**config.mk**
```make
export PLATFORM = sky130hd
export DESIGN_NAME = awg_cmd_sequencer
export DESIGN_NICKNAME = d
export VERILOG_FILES = /design/src/rtl/awg_cmd_pkg.sv /design/src/rtl/awg_byte_timeout.sv /design/src/rtl/awg_cmd_sequencer.sv
export SDC_FILE = /design/constraint.sdc
export NUM_CORES = 1
export LEC_CHECK = 0
export ABC_CLOCK_PERIOD_IN_PS = 5900
export BUFFER_PORTS_ARGS = -buffer_cell sky130_fd_sc_hd__buf_2
export CAP_MARGIN = 25
export CORE_UTILIZATION = 40
export DETAILED_ROUTE_END_ITERATION = 8
export HOLD_SLACK_MARGIN = 0.06
export MAX_ROUTING_LAYER = met4
export PLACE_DENSITY = 0.6
export SYNTH_ARGS = -nofsm -noshare
export SYNTH_HDL_FRONTEND = slang
export SYNTH_SLANG_ARGS = --single-unit
```
**constraint.sdc**
```tcl
create_clock -name clk -period 5.9 [get_ports clk]
set_input_delay 1.18 -clock clk [delete_from_list [all_inputs] [get_ports clk]]
set_output_delay 1.18 -clock clk [all_outputs]
set_load 0.005 [all_outputs]
```
**src/rtl/awg_cmd_pkg.sv**
```systemverilog
// Shared constants for the AWG framed command sequencer: command codes, error codes,
// FSM state encodings, reset defaults and response bytes.
package awg_cmd_pkg;

    localparam logic [7:0] SYNC_DEFAULT = 8'hA5;

    localparam logic [7:0] CMD_WAVE   = 8'h01;
    localparam logic [7:0] CMD_FREQ   = 8'h02;
    localparam logic [7:0] CMD_AMP    = 8'h03;
    localparam logic [7:0] CMD_OFS    = 8'h04;
    localparam logic [7:0] CMD_COMMIT = 8'h05;

    localparam logic [1:0] ERR_NONE     = 2'd0;
    localparam logic [1:0] ERR_CHECKSUM = 2'd1;
    localparam logic [1:0] ERR_CMD      = 2'd2;
    localparam logic [1:0] ERR_TIMEOUT  = 2'd3;

    localparam logic [1:0] ST_IDLE    = 2'd0;
    localparam logic [1:0] ST_CMD     = 2'd1;
    localparam logic [1:0] ST_PAYLOAD = 2'd2;
    localparam logic [1:0] ST_CHECK   = 2'd3;

    localparam logic [1:0]  WAVE_RST = 2'd0;
    localparam logic [15:0] FREQ_RST = 16'h0001;
    localparam logic [9:0]  AMP_RST  = 10'h3FF;
    localparam logic [9:0]  OFS_RST  = 10'h200;

    localparam logic [7:0] RESP_ACK = 8'h06;
    localparam logic [7:0] RESP_NAK = 8'h15;

    function automatic logic cmd_known(input logic [7:0] cmd);
        return (cmd >= CMD_WAVE) && (cmd <= CMD_COMMIT);
    endfunction

    function automatic logic [1:0] cmd_payload_len(input logic [7:0] cmd);
        case (cmd)
            CMD_WAVE:                  return 2'd1;
            CMD_FREQ, CMD_AMP, CMD_OFS: return 2'd2;
            default:                   return 2'd0;
        endcase
    endfunction

endpackage

```
**src/rtl/awg_byte_timeout.sv**
```systemverilog
// Inter-byte watchdog: counts idle cycles while enabled and pulses expire on the cycle
// the count would reach TIMEOUT_CYCLES-1; a clear in that same cycle suppresses it.
module awg_byte_timeout
    import awg_cmd_pkg::*;
#(
    parameter int TIMEOUT_CYCLES = 100000
) (
    input  logic clk,
    input  logic rst_n,
    input  logic enable,
    input  logic clear,
    output logic expire
);

    localparam int CW = (TIMEOUT_CYCLES > 2) ? $clog2(TIMEOUT_CYCLES - 1) : 1;
    localparam logic [CW-1:0] LAST = CW'(TIMEOUT_CYCLES - 2);

    logic [CW-1:0] cnt_q, cnt_d;

    assign expire = enable && !clear && (cnt_q == LAST);

    always_comb begin
        cnt_d = cnt_q;
        if (clear || !enable || expire) begin
            cnt_d = '0;
        end else begin
            cnt_d = cnt_q + CW'(1);
        end
    end

    always_ff @(posedge clk or negedge rst_n) begin
        if (!rst_n) begin
            cnt_q <= '0;
        end else begin
            cnt_q <= cnt_d;
        end
    end

endmodule

```
**src/rtl/awg_cmd_sequencer.sv**
```systemverilog
// Framed UART command decoder: SYNC, CMD, payload, XOR CHK into shadow registers, with an
// atomic commit to the live outputs. Define AWG_CMD_ACK_EN to add the ACK/NAK response port.
module awg_cmd_sequencer
    import awg_cmd_pkg::*;
#(
    parameter int         TIMEOUT_CYCLES = 100000,
    parameter logic [7:0] SYNC_BYTE      = SYNC_DEFAULT
) (
    input  logic        clk,
    input  logic        rst_n,
    input  logic [7:0]  uart_data,
    input  logic        data_valid,
    output logic [1:0]  waveform_type,
    output logic [15:0] frequency,
    output logic [9:0]  amplitude,
    output logic [9:0]  dc_offset,
    output logic        cfg_update,
    output logic        pkt_err,
    output logic [1:0]  err_code,
    output logic        busy
`ifdef AWG_CMD_ACK_EN
    ,
    output logic [7:0]  tx_data,
    output logic        tx_valid,
    input  logic        tx_ready
`endif
);

    logic [1:0]  state_q, state_d;
    logic [7:0]  cmd_q, cmd_d;
    logic [1:0]  cnt_q, cnt_d;
    logic [15:0] asm_q, asm_d;
    logic [7:0]  chk_q, chk_d;
    logic [1:0]  wave_s_q, wave_s_d, wave_q, wave_d;
    logic [15:0] freq_s_q, freq_s_d, freq_q, freq_d;
    logic [9:0]  amp_s_q, amp_s_d, amp_q, amp_d;
    logic [9:0]  ofs_s_q, ofs_s_d, ofs_q, ofs_d;
    logic        cfg_update_q, cfg_update_d;
    logic        pkt_err_q, pkt_err_d;
    logic [1:0]  err_code_q, err_code_d;
    logic        expire;
    logic [1:0]  pay_len;

    awg_byte_timeout #(.TIMEOUT_CYCLES(TIMEOUT_CYCLES)) u_timeout (
        .clk    (clk),
        .rst_n  (rst_n),
        .enable (state_q != ST_IDLE),
        .clear  (data_valid),
        .expire (expire)
    );

    assign pay_len = cmd_payload_len(uart_data);

    always_comb begin
        state_d      = state_q;
        cmd_d        = cmd_q;
        cnt_d        = cnt_q;
        asm_d        = asm_q;
        chk_d        = chk_q;
        wave_s_d     = wave_s_q;
        freq_s_d     = freq_s_q;
        amp_s_d      = amp_s_q;
        ofs_s_d      = ofs_s_q;
        wave_d       = wave_q;
        freq_d       = freq_q;
        amp_d        = amp_q;
        ofs_d        = ofs_q;
        cfg_update_d = 1'b0;
        pkt_err_d    = 1'b0;
        err_code_d   = err_code_q;
        if (expire) begin
            state_d    = ST_IDLE;
            pkt_err_d  = 1'b1;
            err_code_d = ERR_TIMEOUT;
        end else if (data_valid) begin
            case (state_q)
                ST_IDLE: begin
                    if (uart_data == SYNC_BYTE) state_d = ST_CMD;
                end
                ST_CMD: begin
                    if (cmd_known(uart_data)) begin
                        cmd_d   = uart_data;
                        chk_d   = uart_data;
                        cnt_d   = pay_len;
                        asm_d   = '0;
                        state_d = (pay_len == 2'd0) ? ST_CHECK : ST_PAYLOAD;
                    end else begin
                        state_d    = ST_IDLE;
                        pkt_err_d  = 1'b1;
                        err_code_d = ERR_CMD;
                    end
                end
                ST_PAYLOAD: begin
                    // MSB-first: after the last byte, asm_q holds the payload right-aligned.
                    asm_d = {asm_q[7:0], uart_data};
                    chk_d = chk_q ^ uart_data;
                    cnt_d = cnt_q - 2'd1;
                    if (cnt_q == 2'd1) state_d = ST_CHECK;
                end
                default: begin
                    state_d = ST_IDLE;
                    if (uart_data != chk_q) begin
                        pkt_err_d  = 1'b1;
                        err_code_d = ERR_CHECKSUM;
                    end else begin
                        case (cmd_q)
                            CMD_WAVE: wave_s_d = asm_q[1:0];
                            CMD_FREQ: begin
                                if (asm_q == 16'h0000) begin
                                    pkt_err_d  = 1'b1;
                                    err_code_d = ERR_CMD;
                                end else begin
                                    freq_s_d = asm_q;
                                end
                            end
                            CMD_AMP:  amp_s_d = asm_q[9:0];
                            CMD_OFS:  ofs_s_d = asm_q[9:0];
                            default: begin
                                wave_d       = wave_s_q;
                                freq_d       = freq_s_q;
                                amp_d        = amp_s_q;
                                ofs_d        = ofs_s_q;
                                cfg_update_d = 1'b1;
                            end
                        endcase
                    end
                end
            endcase
        end
    end

    always_ff @(posedge clk or negedge rst_n) begin
        if (!rst_n) begin
            state_q      <= ST_IDLE;
            cmd_q        <= 8'h00;
            cnt_q        <= 2'd0;
            asm_q        <= 16'h0000;
            chk_q        <= 8'h00;
            wave_s_q     <= WAVE_RST;
            freq_s_q     <= FREQ_RST;
            amp_s_q      <= AMP_RST;
            ofs_s_q      <= OFS_RST;
            wave_q       <= WAVE_RST;
            freq_q       <= FREQ_RST;
            amp_q        <= AMP_RST;
            ofs_q        <= OFS_RST;
            cfg_update_q <= 1'b0;
            pkt_err_q    <= 1'b0;
            err_code_q   <= ERR_NONE;
        end else begin
            state_q      <= state_d;
            cmd_q        <= cmd_d;
            cnt_q        <= cnt_d;
            asm_q        <= asm_d;
            chk_q        <= chk_d;
            wave_s_q     <= wave_s_d;
            freq_s_q     <= freq_s_d;
            amp_s_q      <= amp_s_d;
            ofs_s_q      <= ofs_s_d;
            wave_q       <= wave_d;
            freq_q       <= freq_d;
            amp_q        <= amp_d;
            ofs_q        <= ofs_d;
            cfg_update_q <= cfg_update_d;
            pkt_err_q    <= pkt_err_d;
            err_code_q   <= err_code_d;
        end
    end

    assign waveform_type = wave_q;
    assign frequency     = freq_q;
    assign amplitude     = amp_q;
    assign dc_offset     = ofs_q;
    assign cfg_update    = cfg_update_q;
    assign pkt_err       = pkt_err_q;
    assign err_code      = err_code_q;
    assign busy          = (state_q != ST_IDLE);

`ifdef AWG_CMD_ACK_EN
    // valid/ready: tx_data is stable while tx_valid is high until a cycle with tx_ready high;
    // a newer response overwrites a pending one and keeps tx_valid asserted.
    logic       tx_valid_q;
    logic [7:0] tx_data_q;
    logic       resp_fire;

    assign resp_fire = pkt_err_d || (data_valid && (state_q == ST_CHECK));

    always_ff @(posedge clk or negedge rst_n) begin
        if (!rst_n) begin
            tx_valid_q <= 1'b0;
            tx_data_q  <= 8'h00;
        end else if (resp_fire) begin
            tx_valid_q <= 1'b1;
            tx_data_q  <= pkt_err_d ? RESP_NAK : RESP_ACK;
        end else if (tx_ready) begin
            tx_valid_q <= 1'b0;
        end
    end

    assign tx_valid = tx_valid_q;
    assign tx_data  = tx_data_q;
`endif

endmodule

```
; ---- Word level (Yosys, flattened, before mapping)
; Index checks and enable logic that the tools add are counted.
; Widths: inputs -> output; s select.
[classes]
addsub = 2
n_lt_le_gt_ge = 2
eq_ne = 19
mux = 34
n_bitwise = 6
n_reduce_logical = 28
[ops]
columns = operator, count
row1 = $eq 8x2->1 const B, 4
row2 = $pmux 16 s2, 1
row3 = $reduce_and 5->1, 5
row4 = $mux 2, 12
row5 = $add 17x1->17 const B, 1
row6 = $eq 17x17->1 const B, 1
row7 = $mux 17, 1
row8 = $eq 8x1->1 const B, 2
row9 = $eq 8x3->1 const B, 2
row10 = $logic_not 16->1, 1
row11 = $mux 16, 1
row12 = $pmux 8 s2, 1
row13 = $mux 1, 12
row14 = $pmux 2 s2, 3
row15 = $ne 3x2->1 const B, 3
row16 = $eq 8x8->1 const B, 1
row17 = $ge 8x1->1 const B, 1
row18 = $le 8x3->1 const B, 1
row19 = $mux 8, 1
row20 = $ne 8x8->1, 1
row21 = $reduce_and 4->1, 2
row22 = $reduce_bool 4->1, 2
row23 = $xor 8x8->8, 1
row24 = $pmux 2 s3, 1
row25 = 17 further kinds, 30
[word_totals]
reg_bits = 133
elab_cells = 108

; ---- Depth between registers and ports, before layout
[depth]
ltp_word = 9
ltp_mapped = 8

; ---- Hierarchy
; A second synthesis with hierarchy kept.
[unflattened]
cells_unflattened = 483
hier_area_um2 = 5878.1
[modules_own_cells]
columns = mod, instances, cells_per_inst, area_per_inst_um2, seq_area_each_um2
row1 = awg_cmd_sequencer, 1, 395, 4987.3, 2932.8
row2 = awg_byte_timeout, 1, 88, 890.9, 425.4

; ---- Worst setup path before layout
; OpenSTA, ideal clock, no wires.
[synth_path]
path_kind = input to register
from = in uart_data[7]
to = reg freq_s_q[10]
setup_ns = 0.125
arrival_ns = 2.884
required_time_ns = 5.775
path_slack_ns = 2.891
path_stages = 7
n_path_buf = 2
cell_sequence = buf_2 -> xor2_1 -> nor4_4 -> nand3_2 -> nor3b_2 -> buf_4 -> mux2_2
[synth_via]
elab_chain_cells = 3
[synth_rtl]
columns = element, line_no
row1 = from (decl), awg_cmd_sequencer.sv:11  ; input logic [7:0] uart_data,
row2 = $ne 8x8->1, awg_cmd_sequencer.sv:102  ; if (uart_data != chk_q) begin
row3 = $not 1->1 (no line), -
row4 = $reduce_and 6->1 (no line), -
row5 = to (signal assigned), awg_cmd_sequencer.sv:157  ; freq_s_q <= freq_s_d;
row6 = to (decl), awg_cmd_sequencer.sv:35  ; logic [15:0] freq_s_q, freq_s_d, freq_q, freq_d;
; Every way passes these cells.
; A chain may end at the register's enable or synchronous reset.

; ---- Final worst setup path
[layout_path]
from = in uart_data[2]
to = reg freq_q[8], in the netlist frequency[8]
[layout_via]
elab_chain_cells = 3
[layout_rtl]
columns = element, line_no
row1 = $ne 8x8->1, awg_cmd_sequencer.sv:102
row2 = $not 1->1 (no line), -
row3 = $reduce_and 5->1 (no line), -
row4 = to (signal assigned), awg_cmd_sequencer.sv:161  ; freq_q <= freq_d;
row5 = to (decl), awg_cmd_sequencer.sv:35
; Every way passes these cells.

==> metrics.txt <==
outcome=finished clean; Int Pwr=1.65 mW; post-synth top area share=47.9%; worst vdd ir=175 uV; Fmax=0.311 GHz; Synth Register Bits=133; Hold Vio Cnt, Final=0; max-cap viol count=0; Worst R2R Setup Slack=3210 ps; syn_nets=479; fraction of registers with async set/reset=100%; Primary FF master, synth=dfrtp_1; placed cells=680; largest net degree at the start of global routing=48; CP top delay family=buffers and inverters; Global Route Usage Sum=17.7%; max-slew violations=0; number of global-route vias before repair=3,618; io pins=54; CP Class=input pin to flip-flop; GR peak layer=met2; critical path arrival=3520 ps; CTS buffer count=17; DP HPWL=7.72 mm; CP Cell Sequence=buf_2, xor2_1, nor4_4, nand3_2, a31oi_4, buf_4, mux2_2; Crit-path slowest cell=a31oi_4; Worst EP required=6200 ps; Power Dens Cells=321 mW/mm2; crit-path max cell delay=580 ps; initial antenna violation count=0; residual overflow from global routing=0; CTS clk-pin slew, worst paths=60 ps; worst hold path endpoint=err_code[0]; final WL=11.5 mm; Crit. End Element=flip-flop; Worst Setup Start Kind=input pin; H-tree Lvls=4; Final ANT Viol Nets=0; CTS max path bufs=2; sequential power share=45.5%; clock network fraction of total power=49.7%; DRC violations left=0; Tcrit/Tclk final=54.5%; CTS tree=done; met3 usage=3.81%; Max-Slew Margin vs Limit=45.5%; r2r endpoint=frequency[8]; CP Max Fanout=23; R2R depth=6; Netlist cell types=47; Worst Tran Pin Value=809 ps; # diodes=0; Sw Ratio=24.0%; Die H=121 um; Gate power share=4.8%; Avg Cell Area, Syn=12.3 um2; vias per cell=5.13; met2 Resource Use GR=26.0%; Buffers on Ports=53; die area=0.0147 mm2; Leak=3.21 nW; Seq/Total Area, Yosys=58.9%; worst-skew pair later-pin latency=420 ps; Setup Skew=8.65 ps; final-report setup violation count=0; commonest cells in the netlist=109 x dfrtp_1, 66 x mux2_2, 56 x nand2_1; # fillers=1,289; synthesis-to-layout area growth=18.7%; fin cells=713; first-pass GRT wire length=19.1 mm; ratio of cells with drive above 1 in the final layout=37.3%; root buffer cell=clkbuf_16; core box area=0.0139 mm2; post_cts resized=0; yosys warns=0; Hold Crit Start=err_code[0]; RSZ-0062 raised after global routing=no; synth top area cells=dfrtp_1 48%, mux2_2 13%, dfstp_2 11%; Die W=121 um; total power draw=2.17 mW; Buf/Inv on CP=2; Hold Path Depth=1; Cells after Synth=465; worst hold-check path type=flip-flop to flip-flop; via count=3,655; Final min period=3220 ps; RD Place Congestion=0.807; clock sinks=133; post-DR wirelength/cell=16.1 um; switching power=520 uW; # hold bufs at CTS=0; M1 GR Usage=24.0%; synthesized cell area=0.00570 mm2; R2R Path Start=chk_q[4]; Initial Util=41.0%; most common cell in the synthesized netlist=dfrtp_1; EDFF count, synth=0; CP startpoint=uart_data[2]; Fin Setup TNS=0 ps; # Post-CTS Setup Buffers=0; Cell Rows=43; Initial DRT Pass Iterations=4; Yosys top cell by area=dfrtp_1; DR iter-0 viols=200; Final #Nets=534
## per-layer routing
| metal | vias to the layer above | share of wire (%) |
|---|---|---|
| met5 | - | 0 |
| met1 | 1821 | 49 |
| li1 | 1744 | - |
| met2 | 75 | 46 |
| met4 | 0 | 1.5 |
| met3 | 15 | 4.1 |
## cell type report
class	count	area [um2]	share of cell area (%)
clock buffers	18	429	6.35
clock inverters	14	174	2.57
flip-flops and latches	133	3360	49.7
multi-input cells	305	2230	33.0
repair buffers	58	325	4.81
well taps	180	225	3.33
inverters	5	18.8	0.278
## registers in the layout, indices dropped and copies added, names as in the netlist, 8 cells and up
register / count
amp_s_q: 10
chk_q: 8
dc_offset: 10
asm_q: 16
frequency: 16
amplitude: 10
cmd_q: 8
ofs_s_q: 10
freq_s_q: 16
u_timeout.cnt_q: 17
## layout by cell type, fill, tap and decap left out, drive strengths merged, types with 2 or more instances in the layout
cell type	netlist	final
mux2	78	78
xor2	16	16
or3	3	3
clkinvlp	0	4
inv	5	9
nor3	6	6
clkbuf	13	18
nor3b	2	2
nand4	6	6
a31oi	2	2
dfstp	24	24
nor2	33	33
o21ai	20	20
ha	3	3
nand2b	2	2
a311oi	6	6
nor2b	3	3
a21oi	15	15
and2	5	5
xnor2	6	6
dfrtp	109	109
bufinv	0	3
and3	5	5
nand3	12	12
nor4	11	11
buf	9	58
nand2	56	56
clkinv	0	3
## through the flow
| step | area, um2 | hold WS, ps | setup slack (ps) | utilization (%) |
|---|---|---|---|---|
| final | 6760 | 477 | 2680 | 48.7 |
| after floorplan | 5700 | 454 | 2890 | - |
| after detailed placement | 6150 | 465 | 2250 | 44.3 |
| after global placement | 6120 | 463 | 2310 | 44.1 |
| after CTS | 6750 | 481 | 2690 | 48.7 |
| after global routing | 6760 | 484 | 2540 | 48.7 |
## power groups by stage
stage / Combinational [mW] / Sequential (mW) / Clock, mW
floorplan: 0.0655 / 0.981 / 0
global placement: 0.0991 / 1.00 / 0
detailed placement: 0.104 / 1.00 / 0
CTS: 0.106 / 0.988 / 1.09
global route: 0.119 / 0.992 / 1.14
finish: 0.103 / 0.988 / 1.08
## worst register-to-register path: stages (launching register included)
cell and delay (ps):
dfrtp_1 410, xor2_1 180, nor4_4 360, nand3_2 230, a31oi_4 590, buf_4 410
mux2_2 390
## worst max-delay path by stage
stage | endpoint | slack, ps | cells past startpoint
finish | frequency[8] | 2680 | 7
global route | frequency[8] | 2540 | 7
floorplan | freq_s_q[10] | 2890 | 7
global placement | frequency[8] | 2310 | 7
detailed placement | frequency[8] | 2250 | 7
CTS | frequency[8] | 2690 | 7
## cell families (layout without fill, tap and decap cells)
family / after synthesis / after routing / synth area share, %
and+or+nand+nor: 150 / 150 / 13.2
DFF: 133 / 133 / 58.9
muxes: 79 / 79 / 16.2
AOI/OAI and AO/OA: 51 / 51 / 5.38
xor gates and xnor gates: 22 / 22 / 3.38
adders and majority gates: 3 / 3 / 0.659
buffers and inverters: 27 / 95 / 2.17
Power figures use the tool's default switching activity.
